--- config.mk ---
export PLATFORM = sky130hd
export DESIGN_NAME = gf2m16_reduce_pipe
export DESIGN_NICKNAME = d
export VERILOG_FILES = /design/src/rtl/gf2m16_reduce_pipe.sv
export SDC_FILE = /design/constraint.sdc
export NUM_CORES = 1
export LEC_CHECK = 0
export ABC_AREA = 1
export CAP_MARGIN = 20
export CORE_MARGIN = 5
export CORE_UTILIZATION = 35
export CTS_CLUSTER_DIAMETER = 150
export CTS_CLUSTER_SIZE = 12
export DETAILED_ROUTE_END_ITERATION = 10
export PLACE_DENSITY = 0.65
export SLEW_MARGIN = 25
export SYNTH_ARGS = -nofsm -noshare
export SYNTH_HDL_FRONTEND = slang
export SYNTH_SLANG_ARGS = --single-unit
--- constraint.sdc ---
create_clock -name clk -period 3.3 [get_ports clk]
set_input_delay 0.825 -clock clk [delete_from_list [all_inputs] [get_ports clk]]
set_output_delay 0.825 -clock clk [all_outputs]
set_load 0.02 [all_outputs]
--- src/rtl/gf2m16_reduce_pipe.sv ---
// Two-stage reduction of a 31-bit carry-less product modulo x^16 + POLY.
// Stage 1 folds bits 30..23 and stage 2 folds bits 22..16. Both stages use valid/ready handshakes.
module gf2m16_reduce_pipe #(
  parameter logic [15:0] POLY  = 16'h002B,
  parameter int unsigned TAG_W = 4
) (
  input  logic             clk,
  input  logic             rst,
  input  logic             in_valid,
  output logic             in_ready,
  input  logic [30:0]      in_prod,
  input  logic [TAG_W-1:0] in_tag,
  output logic             out_valid,
  input  logic             out_ready,
  output logic [15:0]      out_res,
  output logic [TAG_W-1:0] out_tag,
  output logic [15:0]      xfer_cnt
);

  // Scan from the top down. A fold can set lower bits that are still inside the
  // scanned range, and those bits are folded later in the same loop.
  function automatic logic [22:0] fold_hi(input logic [30:0] c);
    logic [30:0] t;
    t = c;
    for (int unsigned k = 30; k >= 23; k--) begin
      if (t[k]) begin
        t[k]            = 1'b0;
        t[k-16 +: 16]   = t[k-16 +: 16] ^ POLY;
      end
    end
    return t[22:0];
  endfunction

  function automatic logic [15:0] fold_lo(input logic [22:0] r);
    logic [22:0] t;
    t = r;
    for (int unsigned k = 22; k >= 16; k--) begin
      if (t[k]) begin
        t[k]            = 1'b0;
        t[k-16 +: 16]   = t[k-16 +: 16] ^ POLY;
      end
    end
    return t[15:0];
  endfunction

  logic             s1_valid_q, s1_valid_d;
  logic [22:0]      s1_data_q,  s1_data_d;
  logic [TAG_W-1:0] s1_tag_q,   s1_tag_d;
  logic             s2_valid_q, s2_valid_d;
  logic [15:0]      s2_res_q,   s2_res_d;
  logic [TAG_W-1:0] s2_tag_q,   s2_tag_d;
  logic [15:0]      xfer_q,     xfer_d;

  logic s1_load, s1_move, adv2;

  always_comb begin
    in_ready   = ~rst & (~s1_valid_q | ~s2_valid_q | out_ready);
    s1_load    = in_valid & in_ready;
    s1_move    = s1_valid_q & (~s2_valid_q | out_ready);
    adv2       = s2_valid_q & out_ready;

    s1_valid_d = s1_load | (s1_valid_q & ~s1_move);
    s1_data_d  = s1_data_q;
    s1_tag_d   = s1_tag_q;
    if (s1_load) begin
      s1_data_d = fold_hi(in_prod);
      s1_tag_d  = in_tag;
    end

    s2_valid_d = s1_move | (s2_valid_q & ~adv2);
    s2_res_d   = s2_res_q;
    s2_tag_d   = s2_tag_q;
    if (s1_move) begin
      s2_res_d = fold_lo(s1_data_q);
      s2_tag_d = s1_tag_q;
    end

    xfer_d = xfer_q + {15'd0, adv2};
  end

  always_ff @(posedge clk) begin
    if (rst) begin
      s1_valid_q <= 1'b0;
      s1_data_q  <= '0;
      s1_tag_q   <= '0;
      s2_valid_q <= 1'b0;
      s2_res_q   <= '0;
      s2_tag_q   <= '0;
      xfer_q     <= '0;
    end else begin
      s1_valid_q <= s1_valid_d;
      s1_data_q  <= s1_data_d;
      s1_tag_q   <= s1_tag_d;
      s2_valid_q <= s2_valid_d;
      s2_res_q   <= s2_res_d;
      s2_tag_q   <= s2_tag_d;
      xfer_q     <= xfer_d;
    end
  end

  assign out_valid = s2_valid_q;
  assign out_res   = s2_res_q;
  assign out_tag   = s2_tag_q;
  assign xfer_cnt  = xfer_q;

endmodule

==> impl_metrics.py <==
metrics = {
    "clock_tree": {
        "ctsRootBufferMaster": "clkbuf_8",
        "postCtsSetupBuffers": 0,
        "clockBufferDepth": 2,
        "cts_tree": "done",
        "ctsResizeCount": 0,
        "cts_hold_buffers": 0,
        "numCtsBuffers": 9,
        "htree_levels": 3,
        "path_clk_slew_ns": 0.08,
        "cts.sinks": 65,
        "clock_latency_ns": 0.34,
    },
    "timing": {
        "maxSlewViolCount": 0,
        "hold-worst-slack_ns": 0.464,
        "rsz0062_at_grt": "false",
        "fin_worst_skew_ns": 0.0103,
        "finalHoldViolCount": 0,
        "timing.final.crit_share_pct": 93.9,
        "fmax_mhz": 323,
        "setup_violations": 0,
        "slew_headroom_pct": 67.3,
        "tns_ns": 0,
        "worst_pin_slew_ns": 0.490,
        "period_needed_ns": 3.10,
    },
    "floorplanning": {
        "initial_core_util_pct": 35.7,
        "die_height_um": 107,
        "ioPinCount": 77,
        "die_w_um": 107,
        "die_area_um2": 11400,
        "row_count": 35,
        "core_um2": 9200,
    },
    "synthesis": {
        "seq_area_frac_synth_pct": 39.7,
        "netlist_top_cells_area": "dfxtp_1 40%, nand2_1 14%, xnor2_1 7.2%",
        "syn_nets": 503,
        "ys_types": 31,
        "synth_top_family_by_area": "simple AND/OR/NAND/NOR gates",
        "synth_top_cell_area_share_pct": 39.7,
        "synth_cells": 461,
        "syn_avg_cell_area_um2": 7.11,
        "synth_area_leader_cell": "dfxtp_1",
        "synthSimpleGateAreaFrac_pct": 31.4,
        "synth_mux_area_share_pct": 0,
        "synth_fa_ha_area_share_pct": 1.14,
        "synth-seq-cells": 65,
        "synth_xor_area_share_pct": 9.61,
        "yosys_warnings": 0,
        "synth-compound-area-share_pct": 8.47,
        "syn_area_um2": 3280,
    },
    "worst_setup_path": {
        "timing.rr.start": "out_valid$_SDFF_PP0_",
        "crit_fanout": 3,
        "reg2reg_slack_ns": 1.71,
        "crit_required_ns": 2.47,
        "cp.arrival_ns": 2.27,
        "path_cells": "clkdlybuf4s50_1 -> inv_1 -> nand3_2 -> inv_1 -> nor2_1 -> clkdlybuf4s50_1",
        "crit_buf_inv": 4,
        "critPathKind": "in -> out",
        "crit_path_end_kind": "output port",
        "critPathLaunchType": "input pin",
        "cp_top_family": "buffers and inverters",
        "reg2reg_to": "xfer_cnt[14]$_SDFF_PP0_",
        "cpPeakStageDelay_ns": 0.62,
        "crit_slowest_cell": "clkdlybuf4s50_1",
        "rr_worst_depth": 10,
    },
    "power": {
        "leakage_nw": 1.78,
        "report.power.total_w": 0.00186,
        "max-vdd-ir-drop_v": 0.000174,
        "power.density_nw_per_um2": 435,
    },
    "route": {
        "vias": 2916,
        "via_per_inst": 4.53,
        "drtIter0Drc": 111,
        "route.detailed.drc": 0,
        "ant_nets": 0,
        "wl_per_cell_um": 11.4,
        "dr.pass1.iters": 4,
        "finalWirelength_mm": 7.30,
    },
    "place": {
        "port_buffers": 76,
        "place.gp.congestion": 0.841,
        "placed_area_um2": 4060,
        "dpl.hpwl_mm": 5.56,
    },
    "global_route": {
        "grt_pass1_wl_mm": 12.4,
        "grt_pass1_vias": 2856,
        "antenna_found_initial": 0,
        "grt_max_degree": 50,
        "grt_overflow": 0,
        "track_usage_pct": 13.3,
    },
    "finish": {
        "syn_to_final_growth_pct": 30.0,
        "nets": 569,
        "drive_gt1_share_pct": 7.52,
        "final_area_um2": 4260,
        "n_antenna_cell": 0,
        "final_util_pct": 46.3,
    },
    "run_status": {
        "status": "finished, final reports clean",
    },
    "run": {
        "maxCapViolCount": 0,
    },
    "hold_path": {
        "hold_path.class": "reg -> reg",
        "hold_depth": 2,
        "holdPathEnd": "s1_tag_q[3]$_SDFFE_PP0P_",
        "min-delay-start": "s1_tag_q[3]$_SDFFE_PP0P_",
    },
}
==> final cells by class <==
type / count / area (µm²)
clock buffers: 10 / 138
clock inverters: 6 / 66.3
fillers: 958 / 4930
inverters: 48 / 183
multi-input cells: 325 / 1660
flip-flops and latches: 65 / 1300
well taps: 111 / 139
repair buffers: 78 / 776
==> report_power, final <==
part	total (W)	switching [W]	internal, W
registers	0.000864	0.0000361	0.000828
clock network	0.000689	0.000319	0.000370
logic	0.000302	0.000150	0.000151
total	0.00186	0.000505	0.00135
==> worst min-delay path, delay by kind of cell (launching register included) <==
| family | cells | cell delay (ns) |
|---|---|---|
| flip-flops | 1 | 0.31 |
| AND/OR/NAND/NOR | 2 | 0.11 |
==> sequential cells by signal, indices dropped and copies added, names as in the netlist <==
| signal | cells |
|---|---|
| s1_valid_q | 1 |
| out_valid | 1 |
| xfer_cnt | 16 |
| out_tag | 4 |
| s1_data_q | 23 |
| s1_tag_q | 4 |
| out_res | 16 |
==> cells in the mapped netlist <==
cell,n
a21boi_0,1
nor3_1,4
buf_6,3
nand3_4,1
nand4_1,4
inv_4,1
nand2_4,1
buf_2,12
nand3b_1,2
inv_1,43
nor2_4,5
clkbuf_1,2
clkbuf_2,4
nand2_2,6
o21ai_1,1
o21a_1,1
a21oi_1,22
buf_4,2
ha_1,3
xor2_1,9
nor2_1,42
nor2_2,1
nand3_2,1
o21ai_0,28
nand3_1,38
a211oi_1,1
inv_2,4
or2_2,2
nand2_1,125
xnor2_1,27
dfxtp_1,65
==> layer usage <==
metal	global-route usage (%)	vias to the layer above	part of all wire, %
met5	0	-	0
met4	6.12	0	1.5
met3	3.37	12	5.1
met2	22.5	67	46
met1	15.8	1258	47
li1	-	1579	-
==> how the worst max path moves through the flow <==
stage	startpoint	endpoint	cells past startpoint
after floorplan	rst	in_ready	3
after global placement	out_ready	in_ready	6
after detailed placement	out_ready	in_ready	6
after CTS	out_ready	in_ready	6
after global routing	out_ready	in_ready	6
final	out_ready	in_ready	6
==> layout by cell type, fill, tap and decap left out <==
cell             count
xnor2_1             27
a211oi_1             1
xor2_1               9
o21ai_0             28
inv_1               43
o21a_1               1
inv_4                1
inv_6                1
clkdlybuf4s50_1     76
clkbuf_8            10
a21oi_1             22
nand3_4              1
ha_1                 3
nand3_1             38
o21ai_1              1
nand4_1              4
nand3b_1             2
bufinv_16            1
nor3_1               4
nor2_1              42
dfxtp_1             65
clkinvlp_4           3
nor2_4               5
nor2_2               1
buf_4                2
nand3_2              1
a21boi_0             1
nand2_4              1
nand2_2              6
inv_2                4
clkinv_2             1
nand2_1            125
or2_2                2
==> per-stage QoR <==
stage          worst slack [ns]  cells
2_1_floorplan              1.03    461
3_3_place_gp              0.169    627
3_5_place_dp              0.182    627
4_1_cts                   0.160    643
5_1_grt                   0.115    643
6_report                  0.202    643
==> kinds of logic (layout without fill, tap and decap cells) <==
| family | after synthesis | after routing |
|---|---|---|
| buffers and inverters | 71 | 142 |
| XOR/XNOR | 36 | 36 |
| AO/OA/AOI/OAI | 54 | 54 |
| adder cells (fa/ha/maj) | 3 | 3 |
| flip-flops | 65 | 65 |
| AND/OR/NAND/NOR | 232 | 232 |
(Power assumes the default switching activity.)
